[src/rtl/kore_rf_arb.sv]
// Round-robin arbiter granting one function unit at a time access to the register-file port,
// with a bounded grant length and a mandatory one-cycle bus turnaround between owners.
module kore_rf_arb #(
  parameter int N        = 4,
  parameter int AW       = 5,
  parameter int DW       = 32,
  parameter int MAX_HOLD = 64,
  localparam int IDW     = (N > 1) ? $clog2(N) : 1,
  localparam int HW      = (MAX_HOLD > 1) ? $clog2(MAX_HOLD) : 1
) (
  input  logic            clk,
  input  logic            rst_n,
  input  logic [N-1:0]    req,
  input  logic [N-1:0]    fu_eop,
  input  logic [N*AW-1:0] fu_sel,
  input  logic [N-1:0]    fu_wt,
  input  logic [N*DW-1:0] fu_wdata,
  output logic [N-1:0]    gnt,
  output logic [IDW-1:0]  gnt_id,
  output logic            busy,
  output logic [AW-1:0]   rf_sel,
  output logic            rf_wt,
  output logic [DW-1:0]   rf_wdata,
  output logic            timeout_err
);

  typedef enum logic [1:0] {
    IDLE  = 2'd0,
    GRANT = 2'd1,
    GAP   = 2'd2
  } state_t;

  state_t         state, state_d;
  logic [N-1:0]   gnt_d;
  logic [IDW-1:0] gnt_id_d;
  logic [IDW-1:0] rr_ptr, rr_ptr_d;
  logic [HW-1:0]  hold_cnt, hold_d;
  logic           tmo_d;
  logic [IDW-1:0] winner;
  logic           found;
  logic           owner_eop;
  logic           owner_req;
  logic           at_limit;

  // Round-robin scan starting at rr_ptr and wrapping past N-1.
  always_comb begin
    winner = rr_ptr;
    found  = 1'b0;
    for (int i = 0; i < N; i++) begin
      if (!found && req[(int'(rr_ptr) + i) % N]) begin
        found  = 1'b1;
        winner = IDW'((int'(rr_ptr) + i) % N);
      end
    end
  end

  assign owner_eop = fu_eop[gnt_id];
  assign owner_req = req[gnt_id];
  assign at_limit  = (hold_cnt == HW'(MAX_HOLD - 1));

  always_comb begin
    state_d  = state;
    gnt_d    = gnt;
    gnt_id_d = gnt_id;
    rr_ptr_d = rr_ptr;
    hold_d   = hold_cnt;
    tmo_d    = 1'b0;
    case (state)
      IDLE: begin
        if (found) begin
          state_d         = GRANT;
          gnt_d           = '0;
          gnt_d[winner]   = 1'b1;
          gnt_id_d        = winner;
          hold_d          = '0;
          rr_ptr_d        = (winner == IDW'(N - 1)) ? '0 : winner + 1'b1;
        end
      end
      GRANT: begin
        if (owner_eop || !owner_req || at_limit) begin
          state_d = GAP;
          gnt_d   = '0;
          // A forced release is only reported when the owner gave no other reason to stop.
          tmo_d   = at_limit && !owner_eop && owner_req;
        end else begin
          hold_d  = hold_cnt + 1'b1;
        end
      end
      GAP: begin
        state_d = IDLE;
      end
      default: begin
        state_d = IDLE;
        gnt_d   = '0;
      end
    endcase
  end

  always_ff @(posedge clk) begin
    if (!rst_n) begin
      state       <= IDLE;
      gnt         <= '0;
      gnt_id      <= '0;
      rr_ptr      <= '0;
      hold_cnt    <= '0;
      timeout_err <= 1'b0;
    end else begin
      state       <= state_d;
      gnt         <= gnt_d;
      gnt_id      <= gnt_id_d;
      rr_ptr      <= rr_ptr_d;
      hold_cnt    <= hold_d;
      timeout_err <= tmo_d;
    end
  end

  assign busy = (state == GRANT);

  // Register-file port carries the owner's slice only while a grant is live.
  always_comb begin
    rf_sel   = '0;
    rf_wt    = 1'b0;
    rf_wdata = '0;
    if (busy) begin
      rf_sel   = fu_sel[int'(gnt_id) * AW +: AW];
      rf_wt    = fu_wt[gnt_id];
      rf_wdata = fu_wdata[int'(gnt_id) * DW +: DW];
    end
  end

endmodule

[config.mk]
export PLATFORM = sky130hd
export DESIGN_NAME = kore_rf_arb
export DESIGN_NICKNAME = d
export VERILOG_FILES = /design/src/rtl/kore_rf_arb.sv
export SDC_FILE = /design/constraint.sdc
export NUM_CORES = 1
export LEC_CHECK = 0
export ABC_CLOCK_PERIOD_IN_PS = 1700
export BUFFER_PORTS_ARGS = -buffer_cell sky130_fd_sc_hd__clkbuf_2
export CAP_MARGIN = 40
export CORE_ASPECT_RATIO = 0.75
export CORE_MARGIN = 1.5
export CORE_UTILIZATION = 33
export CTS_CLUSTER_DIAMETER = 80
export DETAILED_ROUTE_END_ITERATION = 10
export GPL_ROUTABILITY_DRIVEN = 0
export MAX_ROUTING_LAYER = met4
export PLACE_DENSITY = 0.78
export SETUP_SLACK_MARGIN = 0.3
export SYNTH_ARGS = -nofsm -noshare
export SYNTH_HDL_FRONTEND = slang
export SYNTH_SLANG_ARGS = --single-unit
[constraint.sdc]
create_clock -name clk -period 1.7 [get_ports clk]
set_input_delay 0.17 -clock clk [delete_from_list [all_inputs] [get_ports clk]]
set_output_delay 0.17 -clock clk [all_outputs]
set_load 0.05 [all_outputs]
==> key figures, run 1 <==
Synth
  – Cell taking the most area after synthesis: sky130_fd_sc_hd__mux4_2
  – Prevailing post-synth register cell: sky130_fd_sc_hd__dfxtp_1
  – Post-Syn Area: 2120 µm²
  – Post-synthesis net count: 371
  – Number of library cell types mapped by synthesis: 36
  – Gate count of the mapped netlist: 204
  – Yosys warning total: 0
  – Total of flip-flops plus latches after synthesis: 17
  – Sequential cell area fraction in the yosys report: 16.06%
  – Async set or reset register ratio after synthesis: 0%
  – Number of synthesized flops with an enable pin: 0
  – Avg Synthesized Cell Area: 10.39 µm²
  – Dominant cells by area after synthesis: sky130_fd_sc_hd__mux4_2 41%, sky130_fd_sc_hd__dfxtp_1 16%, sky130_fd_sc_hd__and2_1 11%
  – Share of the synthesized area in the top cell type: 41.44%

Route
  – Post-detailed-route count of antenna-violating nets: 0
  – Wl on met1: 3.706 mm
  – Final Routed Wirelength: 10.16 mm
  – DRC marker count from the first detailed-route iteration: 151
  – Total met3 wirelength after detailed routing: 866 µm
  – Per-cell routed wire length: 19.84 µm
  – Count of vias placed by the detailed router: 2830
  – Remaining routing DRC violations: 0
  – Detailed Routing Iterations Pass 1: 4
  – Highest metal layer with signal wires: met4
  – Met2 wire length: 5.428 mm
  – Routed via count divided by cell count: 5.527

Worst hold path
  – Hold Path Class: in -> reg
  – Launch point of the worst hold path: rst_n
  – Number of instances on the worst hold path: 3

Global route
  – All-Layer GR Usage: 27.74%
  – Vias in the first global route: 2852
  – First-pass GRT wire length: 14.08 mm
  – Initial antenna violation count: 0
  – Pin count of the biggest net entering global routing: 34
  – Leftover overflow at the end of global routing: 0

Run status
  – Status: complete, but fails checks
  – Violated checks: negative setup slack

Die
  – Floorplan die area: 6918 µm²
  – Die outline height: 72.41 µm
  – Core footprint: 6256 µm²
  – Num rows: 25
  – Starting Density: 33.88%
  – DIE WIDTH: 95.54 µm
  – Top-Level Pins: 208

Placed design
  – Post-DP HPWL: 7.087 mm
  – Number of buffers inserted by port buffering: 207

Power
  – Proportion of power drawn by combinational gates: 76.2%
  – Fraction of power spent switching nets: 42.62%
  – Clock share of power: 9.1%
  – Cell leakage power: 2.013 nW
  – Part of the total power dissipated in sequential elements: 14.7%
  – Pwr per Cell Area: 781.1 nW/µm²
  – Reported net switching power: 1.447 mW
  – P_int: 1.948 mW
  – Peak ir drop on the vdd network: 0.4781 mV
  – Total design power: 3.395 mW

Timing
  – Worst slew margin: 59.69%
  – RSZ-0062 raised after global routing: true
  – Final sum of negative setup slack: -6.226 ns
  – Final setup vio count: 49
  – Number of slew-limit violations in the final report: 0
  – Number of hold violations in the final report: 0
  – Slew of the pin with the lowest slew margin: 0.5991 ns
  – Post-route worst setup slack: -0.1912 ns
  – Crit share post-route: 111.2%
  – Setup skew after layout: 0.001897 ns
  – Worst Hold Margin: 0.1936 ns
  – Highest Clock Rate: 528.8 MHz
  – Post-layout min period: 1.891 ns

Clocking
  – Level count of the clock H-tree: 1
  – Clock insertion delay at the later pin of the skew report: 0.26 ns
  – Number of hold buffers added after cts: 0
  – Root Buffer: sky130_fd_sc_hd__clkbuf_8
  – Clock tree from TritonCTS: built
  – Clock buffer count from CTS: 3
  – Maximum buffer depth of the clock tree: 2
  – Total number of clock tree sinks: 17
  – Clock slew seen by the registers of the worst setup and hold paths: 0.07 ns

Critical path
  – CP max FO: 12
  – Worst setup slack for register-to-register paths: -0.11 ns
  – Worst path max stage delay: 0.52 ns
  – Register-to-Register Path Depth: 6
  – Critical path's slowest cell: sky130_fd_sc_hd__mux4_2
  – Data arrival time of the critical path: 1.72 ns
  – Kind of start point of the critical path: register
  – Destination of the critical timing path: rf_wdata[21]
  – List of cells traversed by the critical path: buf_12 -> mux4_2 -> and2_4 -> buf_8
  – Category of the most critical setup path: reg -> out
  – Data required, critical path: 1.53 ns
  – Worst reg2reg startpoint: gnt_id[0]
  – Worst r2r dst: hold_cnt[4]
  – Crit end category: primary output
  – First element of the critical path: gnt_id[0]

Finish
  – Area delta synth->final: 105.1%
  – Final-stage net count: 599
  – Inserted Diodes: 0
  – Share of final-layout standard cells stronger than drive strength 1: 81.44%

Flow run
  – Count of max-cap constraint violations: 0
## critical path: cells and delay by family (launching register included)
family	cells	cell delay, ns
DFF	1	0.43
and+or+nand+nor	1	0.19
buffers and inverters	2	0.32
muxes	1	0.52
## worst min-delay path by stage
stage,endpoint,slack [ns]
floorplan,state[0],0.34
global placement,state[0],0.47
detailed placement,state[0],0.48
CTS,state[0],0.20
global route,state[0],0.22
finish,state[0],0.19
## cells in the mapped netlist, types with 2 or more instances
cell type and n:
sky130_fd_sc_hd__and2_1 38, sky130_fd_sc_hd__nand2b_1 7, sky130_fd_sc_hd__nand3_1 5, sky130_fd_sc_hd__nor3_1 2, sky130_fd_sc_hd__or2_2 2, sky130_fd_sc_hd__o221a_2 2
sky130_fd_sc_hd__buf_1 2, sky130_fd_sc_hd__nor4_1 3, sky130_fd_sc_hd__nor2_1 5, sky130_fd_sc_hd__mux2i_1 4, sky130_fd_sc_hd__a21oi_1 11, sky130_fd_sc_hd__inv_1 5
sky130_fd_sc_hd__nand2_1 12, sky130_fd_sc_hd__o31ai_1 3, sky130_fd_sc_hd__o21ai_0 5, sky130_fd_sc_hd__or4_1 3, sky130_fd_sc_hd__clkbuf_1 8, sky130_fd_sc_hd__mux4_2 39
sky130_fd_sc_hd__nor2b_1 4, sky130_fd_sc_hd__o22ai_1 5, sky130_fd_sc_hd__buf_2 4, sky130_fd_sc_hd__ha_1 5, sky130_fd_sc_hd__dfxtp_1 17
## flip-flops by register name, summed over array words and instances (netlist names)
signal,flops
gnt,4
gnt_id,2
hold_cnt,6
rr_ptr,2
state,2
timeout_err,1
## metal layers
| metal | up-vias | GRT usage, % |
|---|---|---|
| met5 | - | - |
| met4 | 0 | 8.333 |
| met3 | 17 | 5.660 |
| met2 | 167 | 48.44 |
| met1 | 1385 | 31.96 |
| li1 | 1261 | - |
## per-stage QoR
stage,utilization [%],instance area (µm²),std cells,worst slack [ns]
2_1_floorplan,-,2291,204,-0.01476
3_3_place_gp,58.32,3649,490,0.03864
3_5_place_dp,58.32,3649,490,0.002135
4_1_cts,66.14,4138,500,-0.2257
5_1_grt,69.48,4347,512,-0.2304
6_report,69.48,4347,512,-0.1912
## cell type report
type | instances | area (µm²)
sequential | 17 | 357.8
tap | 81 | 101.3
clock buffer | 3 | 41.29
timing repair buffer | 238 | 1891
fill | 488 | 1909
multi-input combinational | 167 | 1924
inverter | 5 | 26.28
clock inverter | 1 | 5.005
## layout by cell type (no fill, tap or decap), types with 3 or more instances in the layout
cell,count
sky130_fd_sc_hd__o22ai_2,4
sky130_fd_sc_hd__clkbuf_2,166
sky130_fd_sc_hd__ha_1,4
sky130_fd_sc_hd__buf_8,23
sky130_fd_sc_hd__nor2b_1,4
sky130_fd_sc_hd__o21ai_1,3
sky130_fd_sc_hd__mux4_2,40
sky130_fd_sc_hd__a21oi_1,6
sky130_fd_sc_hd__buf_6,7
sky130_fd_sc_hd__clkbuf_16,4
sky130_fd_sc_hd__buf_12,17
sky130_fd_sc_hd__and2_4,37
sky130_fd_sc_hd__buf_4,18
sky130_fd_sc_hd__dfxtp_1,11
sky130_fd_sc_hd__clkbuf_8,3
sky130_fd_sc_hd__a21oi_2,4
sky130_fd_sc_hd__nor2_1,5
sky130_fd_sc_hd__or4_1,3
sky130_fd_sc_hd__nand2b_1,5
sky130_fd_sc_hd__inv_1,4
sky130_fd_sc_hd__nand3_1,5
sky130_fd_sc_hd__dfxtp_4,4
sky130_fd_sc_hd__nand2_1,12
sky130_fd_sc_hd__mux2i_1,4
## repair_timing
| item | 4_1_cts | 5_1_grt |
|---|---|---|
| cloned | 3 | 2 |
| resized for setup | 79 | 44 |
| buffers inserted | 3 | 10 |
| setup endpoints to repair | 53 | 54 |
| pin swaps | 15 | 8 |
## logic make-up after synthesis
group	synth area share, %
buffers and inverters	4.487
AO/OA/AOI/OAI	9.799
multiplexers	43.33
AND/OR/NAND/NOR	23.38
flip-flops	16.06
adder cells (fa/ha/maj)	2.952
## power groups by stage
stage	Combinational (mW)	Sequential [mW]	Clock, mW
6_report	2.59	0.498	0.310
5_1_grt	2.70	0.504	0.332
4_1_cts	2.38	0.498	0.309
3_5_place_dp	2.07	0.489	0
3_3_place_gp	2.02	0.484	0
2_1_floorplan	1.36	0.547	0
Note: power is estimated with default switching activity, not from simulation.
==> inputs of run 2 (changes only) <==
--- a/config.mk
+++ b/config.mk
@@ -5,9 +5,8 @@
 export SDC_FILE = /design/constraint.sdc
 export NUM_CORES = 1
 export LEC_CHECK = 0
-export ABC_CLOCK_PERIOD_IN_PS = 1700
+export ABC_CLOCK_PERIOD_IN_PS = 1520
 export BUFFER_PORTS_ARGS = -buffer_cell sky130_fd_sc_hd__clkbuf_2
-export CAP_MARGIN = 40
 export CORE_ASPECT_RATIO = 0.75
 export CORE_MARGIN = 1.5
 export CORE_UTILIZATION = 33
==> constraint.sdc (replaced) <==
create_clock -name clk -period 1.52 [get_ports clk]
set_input_delay 0.228 -clock clk [delete_from_list [all_inputs] [get_ports clk]]
set_output_delay 0.228 -clock clk [all_outputs]
set_load 0.05 [all_outputs]
==> key figures, run 2 (synthesis gave the netlist of run 1 again) <==
Timing
  – Number of slew-limit violations in the final report: 0 (unchanged)
  – Final sum of negative setup slack: -17.94 ns (was -6.226 ns)
  – Worst slew margin: 70.59% (was 59.69%)
  – Post-route worst setup slack: -0.4582 ns (was -0.1912 ns)
  – Crit share post-route: 130.1%
  – Final setup vio count: 49 (unchanged)
  – Setup skew after layout: 0.004172 ns (was 0.001897 ns)
  – RSZ-0062 raised after global routing: true (unchanged)
  – Number of hold violations in the final report: 0 (unchanged)
  – Slew of the pin with the lowest slew margin: 0.4396 ns (was 0.5991 ns)
  – Post-layout min period: 1.978 ns
  – Highest Clock Rate: 505.5 MHz

Critical path
  – CP bufs+invs: 3 (was 2)
  – List of cells traversed by the critical path: buf_6 -> buf_12 -> mux4_2 -> and2_4 -> clkbuf_16 (was buf_12 -> mux4_2 -> and2_4 -> buf_8)
  – Crit end category: primary output (unchanged)
  – Worst path max stage delay: 0.50 ns (was 0.52 ns)
  – Critical path's slowest cell: sky130_fd_sc_hd__mux4_2 (unchanged)
  – Kind of start point of the critical path: register (unchanged)
  – Category of the most critical setup path: reg -> out (unchanged)
  – Data required, critical path: 1.29 ns (was 1.53 ns)
  – Top delay family on crit path: multiplexers (unchanged)
  – CP max FO: 7 (was 12)
  – Data arrival time of the critical path: 1.75 ns (was 1.72 ns)

Power
  – Pwr per Cell Area: 869.7 nW/µm² (was 781.1 nW/µm²)
  – Cell leakage power: 2.174 nW (was 2.013 nW)
  – Peak ir drop on the vdd network: 0.6679 mV (was 0.4781 mV)

Route
  – Remaining routing DRC violations: 0 (unchanged)
  – Detailed Routing Iterations Pass 1: 4 (unchanged)
  – Post-detailed-route count of antenna-violating nets: 0 (unchanged)
  – Final Routed Wirelength: 10.79 mm (was 10.16 mm)
  – Count of vias placed by the detailed router: 2847 (was 2830)
  – DRC marker count from the first detailed-route iteration: 60 (was 151)
  – Routed via count divided by cell count: 5.321 (was 5.527)
  – Per-cell routed wire length: 20.17 µm (was 19.84 µm)

Global route
  – Pin count of the biggest net entering global routing: 21 (was 34)
  – Leftover overflow at the end of global routing: 0 (unchanged)
  – All-Layer GR Usage: 29.62% (was 27.74%)
  – Vias in the first global route: 2834 (was 2852)
  – Initial antenna violation count: 0 (unchanged)
  – First-pass GRT wire length: 14.88 mm (was 14.08 mm)

Finish
  – Area delta synth->final: 119.3% (was 105.1%)
  – Inserted Diodes: 0 (unchanged)
  – Largest registers ranked by flip-flop count: hold_cnt x6, gnt x4 (unchanged)
  – Share of final-layout standard cells stronger than drive strength 1: 83.04% (was 81.44%)
  – Final-stage net count: 622 (was 599)
  – Number of flip-flops in the largest register: 6 (unchanged)
  – Leading cell types in the layout, fill and taps excluded: 166 x sky130_fd_sc_hd__clkbuf_2, 40 x sky130_fd_sc_hd__mux4_2, 38 x sky130_fd_sc_hd__and2_4 (was 166 x sky130_fd_sc_hd__clkbuf_2, 40 x sky130_fd_sc_hd__mux4_2, 37 x sky130_fd_sc_hd__and2_4)
  – Register containing the most flip-flops in the final layout: hold_cnt (unchanged)
  – Leading cell type in the layout, fill and taps excluded: sky130_fd_sc_hd__clkbuf_2 (unchanged)
  – Utilization after layout: 74.30% (was 69.48%)
  – Filler-free cell count of the finished design: 535 (was 512)
  – Layout filler cell count: 441 (was 488)

Die
  – Floorplan die area: 6918 µm² (unchanged)
  – DIE WIDTH: 95.54 µm (unchanged)
  – Top-Level Pins: 208 (unchanged)
  – Die outline height: 72.41 µm (unchanged)
  – Starting Density: 33.88% (unchanged)
  – Num rows: 25 (unchanged)
  – Core footprint: 6256 µm² (unchanged)

Clocking
  – Clock insertion delay at the later pin of the skew report: 0.26 ns (about the same)
  – Level count of the clock H-tree: 1 (unchanged)
  – Clock tree from TritonCTS: built (unchanged)
  – Maximum buffer depth of the clock tree: 2 (unchanged)
  – Clock buffer count from CTS: 3 (unchanged)
  – Total number of clock tree sinks: 17 (unchanged)
  – Number of hold buffers added after cts: 0 (unchanged)
  – Clock slew seen by the registers of the worst setup and hold paths: 0.07 ns (about the same)
  – Root Buffer: sky130_fd_sc_hd__clkbuf_8 (unchanged)

Placed design
  – Placed cell count: 505 (was 490)
  – Number of buffers inserted by port buffering: 207 (unchanged)
  – Worst slack at placement: -0.2270 ns (was 0.002135 ns)
  – Post-DP HPWL: 7.742 mm (was 7.087 mm)

Run status
  – Violated checks: negative setup slack (unchanged)
  – Status: complete, but fails checks (unchanged)

Flow run
  – Count of max-cap constraint violations: 0 (unchanged)

Worst hold path
  – Hold Path Class: in -> reg (unchanged)
run 2: per-stage QoR:
step | cell area (µm²) | hold slack, ns | total power [mW]
2_1_floorplan | 2302 | 0.3994 | 2.108
3_3_place_gp | 3626 | 0.4718 | 2.745
3_5_place_dp | 3626 | 0.4832 | 2.776
4_1_cts | 4423 | 0.2663 | 3.761
5_1_grt | 4648 | 0.2827 | 4.199
6_report | 4648 | 0.2804 | 4.043
run 2: cell type report:
cell class                 count  area [µm²]  share of cell area, %
clock buffer                   4       45.04                 0.9690
inverter                       5       23.77                 0.5114
multi-input combinational    167        1967                  42.31
sequential                    17       354.1                  7.618
tap                           81       101.3                  2.180
timing repair buffer         261        2157                  46.41
run 2: per-layer routing:
metal	GRT usage [%]	up-vias	part of all wire, %
met3	2.935	7	6.0
li1	-	1305	-
met2	54.15	120	55
met1	35.81	1415	38
met4	4.575	0	0.96
met5	-	-	0
run 2: timing repair:
action	CTS	global route
endpoints found under the setup margin	57	58
gates cloned	4	1
hold endpoints to repair	0	0
pin swaps	4	29
gates resized for setup	124	61
buffers inserted	11	10
run 2: power by group:
part           switching, mW  internal, mW  total, mW  leakage [nW]
Clock                  0.174         0.187      0.361        0.0228
Sequential            0.0562         0.493      0.549         0.141
Combinational           1.46          1.67       3.13          2.01
run 2: worst paths after layout:
kind	cells after the start	endpoint	slack (ns)	startpoint
worst max register to register	6	hold_cnt[5]	-0.26	gnt_id[0]
worst min register to register	2	gnt[3]	0.51	gnt[3]
worst min-delay path	3	state[0]	0.28	rst_n
worst max-delay path	5	rf_wdata[28]	-0.46	gnt_id[0]
run 2: tightest hold or removal path: stages:
cell and delay (ns):
sky130_fd_sc_hd__clkbuf_2 0.09, sky130_fd_sc_hd__inv_1 0.13, sky130_fd_sc_hd__a21oi_2 0.04
==> inputs of run 3 (changes only) <==
--- a/config.mk
+++ b/config.mk
@@ -15,7 +15,7 @@
 export GPL_ROUTABILITY_DRIVEN = 0
 export MAX_ROUTING_LAYER = met4
 export PLACE_DENSITY = 0.78
-export SETUP_SLACK_MARGIN = 0.3
+export SETUP_SLACK_MARGIN = 0.05
 export SYNTH_ARGS = -nofsm -noshare
 export SYNTH_HDL_FRONTEND = slang
 export SYNTH_SLANG_ARGS = --single-unit
==> key figures, run 3 (synthesis gave the netlist of run 1 again) <==
Die
  – Top-Level Pins: 208 (unchanged)
  – DIE WIDTH: 95.54 µm (unchanged)
  – Core footprint: 6256 µm² (unchanged)
  – Starting Density: 33.88% (unchanged)
  – Die outline height: 72.41 µm (unchanged)
  – Num rows: 25 (unchanged)
  – Floorplan die area: 6918 µm² (unchanged)

Critical path
  – Worst r2r dst: hold_cnt[5] (unchanged)
  – Kind of start point of the critical path: register (unchanged)
  – Data arrival time of the critical path: 1.76 ns (was 1.75 ns)
  – CP max FO: 6 (was 7)
  – Worst path max stage delay: 0.52 ns (was 0.50 ns)
  – Register-to-Register Path Depth: 6 (unchanged)
  – Critical path's slowest cell: sky130_fd_sc_hd__mux4_2 (unchanged)
  – Crit end category: primary output (unchanged)
  – First element of the critical path: gnt_id[0] (unchanged)
  – List of cells traversed by the critical path: buf_12 -> buf_16 -> mux4_2 -> and2_4 -> clkbuf_16 (was buf_6 -> buf_12 -> mux4_2 -> and2_4 -> clkbuf_16)
  – Worst reg2reg startpoint: gnt_id[0] (unchanged)
  – Destination of the critical timing path: rf_wdata[22] (was rf_wdata[28])
  – Category of the most critical setup path: reg -> out (unchanged)
  – Data required, critical path: 1.29 ns (about the same)
  – Worst setup slack for register-to-register paths: -0.24 ns (was -0.26 ns)

Route
  – DRC marker count from the first detailed-route iteration: 98 (was 60)
  – Per-cell routed wire length: 18.87 µm (was 20.17 µm)
  – Post-detailed-route count of antenna-violating nets: 0 (unchanged)
  – Final Routed Wirelength: 9.868 mm (was 10.79 mm)
  – Count of vias placed by the detailed router: 2799 (was 2847)
  – Remaining routing DRC violations: 0 (unchanged)
  – Detailed Routing Iterations Pass 1: 4 (unchanged)
  – Routed via count divided by cell count: 5.352 (was 5.321)

Worst hold path
  – Number of instances on the worst hold path: 3 (unchanged)
  – Hold Path Class: in -> reg (unchanged)

Clocking
  – Total number of clock tree sinks: 17 (unchanged)
  – Clock buffer count from CTS: 3 (unchanged)
  – Clock insertion delay at the later pin of the skew report: 0.25 ns (was 0.26 ns)
  – Clock slew seen by the registers of the worst setup and hold paths: 0.07 ns (about the same)
  – Maximum buffer depth of the clock tree: 2 (unchanged)
  – Level count of the clock H-tree: 1 (unchanged)
  – Root Buffer: sky130_fd_sc_hd__clkbuf_8 (unchanged)
  – Clock tree from TritonCTS: built (unchanged)

Timing
  – Post-layout min period: 1.991 ns (was 1.978 ns)
  – Post-route worst setup slack: -0.4710 ns (was -0.4582 ns)
  – RSZ-0062 raised after global routing: true (unchanged)
  – Final sum of negative setup slack: -18.26 ns (was -17.94 ns)
  – Crit share post-route: 131.0% (was 130.1%)
  – Number of slew-limit violations in the final report: 0 (unchanged)
  – Final setup vio count: 50 (was 49)
  – Highest Clock Rate: 502.3 MHz (was 505.5 MHz)
  – Slew of the pin with the lowest slew margin: 0.4984 ns (was 0.4396 ns)
  – Number of hold violations in the final report: 0 (unchanged)
  – Worst slew margin: 66.47% (was 70.59%)
  – Worst Hold Margin: 0.2781 ns (was 0.2804 ns)
  – Setup skew after layout: 0.003511 ns (was 0.004172 ns)

Run status
  – Status: complete, but fails checks (unchanged)
  – Violated checks: negative setup slack (unchanged)

Finish
  – Leading cell type in the layout, fill and taps excluded: sky130_fd_sc_hd__clkbuf_2 (unchanged)
  – Share of final-layout standard cells stronger than drive strength 1: 81.67% (was 83.04%)
  – Leading cell types in the layout, fill and taps excluded: 167 x sky130_fd_sc_hd__clkbuf_2, 40 x sky130_fd_sc_hd__mux4_2, 34 x sky130_fd_sc_hd__and2_4 (was 166 x sky130_fd_sc_hd__clkbuf_2, 40 x sky130_fd_sc_hd__mux4_2, 38 x sky130_fd_sc_hd__and2_4)
  – Layout filler cell count: 452 (was 441)
  – Register containing the most flip-flops in the final layout: hold_cnt (unchanged)
  – Final instance area: 4621 µm² (was 4648 µm²)
  – Largest registers ranked by flip-flop count: hold_cnt x6, gnt x4 (unchanged)
  – Number of flip-flops in the largest register: 6 (unchanged)
  – Final-stage net count: 610 (was 622)
  – Inserted Diodes: 0 (unchanged)
  – Area delta synth->final: 118.0% (was 119.3%)

Global route
  – Vias in the first global route: 2926 (was 2834)
  – Pin count of the biggest net entering global routing: 41 (was 21)
  – First-pass GRT wire length: 14.03 mm (was 14.88 mm)
  – All-Layer GR Usage: 27.63% (was 29.62%)
  – Leftover overflow at the end of global routing: 0 (unchanged)
  – Initial antenna violation count: 0 (unchanged)

Placed design
  – Number of buffers inserted by port buffering: 207 (unchanged)
  – Post-DP HPWL: 6.610 mm (was 7.742 mm)
  – Post-place instance area: 3647 µm² (was 3626 µm²)

Power
  – Peak ir drop on the vdd network: 0.4279 mV (was 0.6679 mV)
  – Pwr per Cell Area: 846.6 nW/µm² (was 869.7 nW/µm²)
  – Total design power: 3.912 mW (was 4.043 mW)
  – Cell leakage power: 2.134 nW (was 2.174 nW)

Flow run
  – Count of max-cap constraint violations: 0 (unchanged)
[run 3: worst min-delay path by stage]
| stage | start | end | slack, ns |
|---|---|---|---|
| after floorplan | rst_n | state[0] | 0.40 |
| after global placement | gnt[3] | gnt[3] | 0.47 |
| after detailed placement | gnt[0] | gnt[0] | 0.47 |
| after CTS | rst_n | state[0] | 0.27 |
| after global routing | rst_n | state[0] | 0.29 |
| final | rst_n | state[0] | 0.28 |
[run 3: per-stage QoR]
stage	utilization, %	setup slack (ns)	instances
CTS	72.14	-0.4923	520
finish	73.86	-0.4710	523
floorplan	-	-0.2061	204
global route	73.86	-0.5128	523
global placement	58.30	-0.2084	508
detailed placement	58.30	-0.2354	508
[run 3: where the power goes]
group          switching [mW]  leakage, nW  internal [mW]  total (mW)
sequential             0.0553        0.141          0.492       0.548
clock                   0.155       0.0228          0.186       0.342
combinational            1.40         1.97           1.63        3.02
total                    1.61         2.13           2.30        3.91
[run 3: cell type report]
class                   count  area, µm²  area share [%]
multi-input cells         167       1939           41.97
repair buffers            249       2163           46.82
flip-flops and latches     17      352.8           7.636
well taps                  81      101.3           2.193
clock buffers               4      45.04          0.9748
inverters                   5      18.77          0.4062
[run 3: what timing repair did]
action,4_1_cts,5_1_grt
setup buffers,4,3
pin swaps,20,10
gates cloned,4,0
setup endpoints to repair,52,57
gates resized for setup,128,37
hold buffers,0,0
[run 3: per-layer routing]
| layer | vias to the layer above | wire length, µm | track usage [%] |
|---|---|---|---|
| met1 | 1348 | 3495 | 28.93 |
| met5 | - | 0 | - |
| met2 | 156 | 5363 | 51.33 |
| li1 | 1277 | - | - |
| met4 | 0 | 195 | 7.353 |
| met3 | 18 | 813 | 6.813 |
[run 3: critical path, delay by kind of cell, from the launching register on]
kind                   cells  cell delay (ns)
multiplexers               1             0.52
flip-flops                 1             0.37
AND/OR/NAND/NOR            1             0.17
buffers and inverters      3             0.43
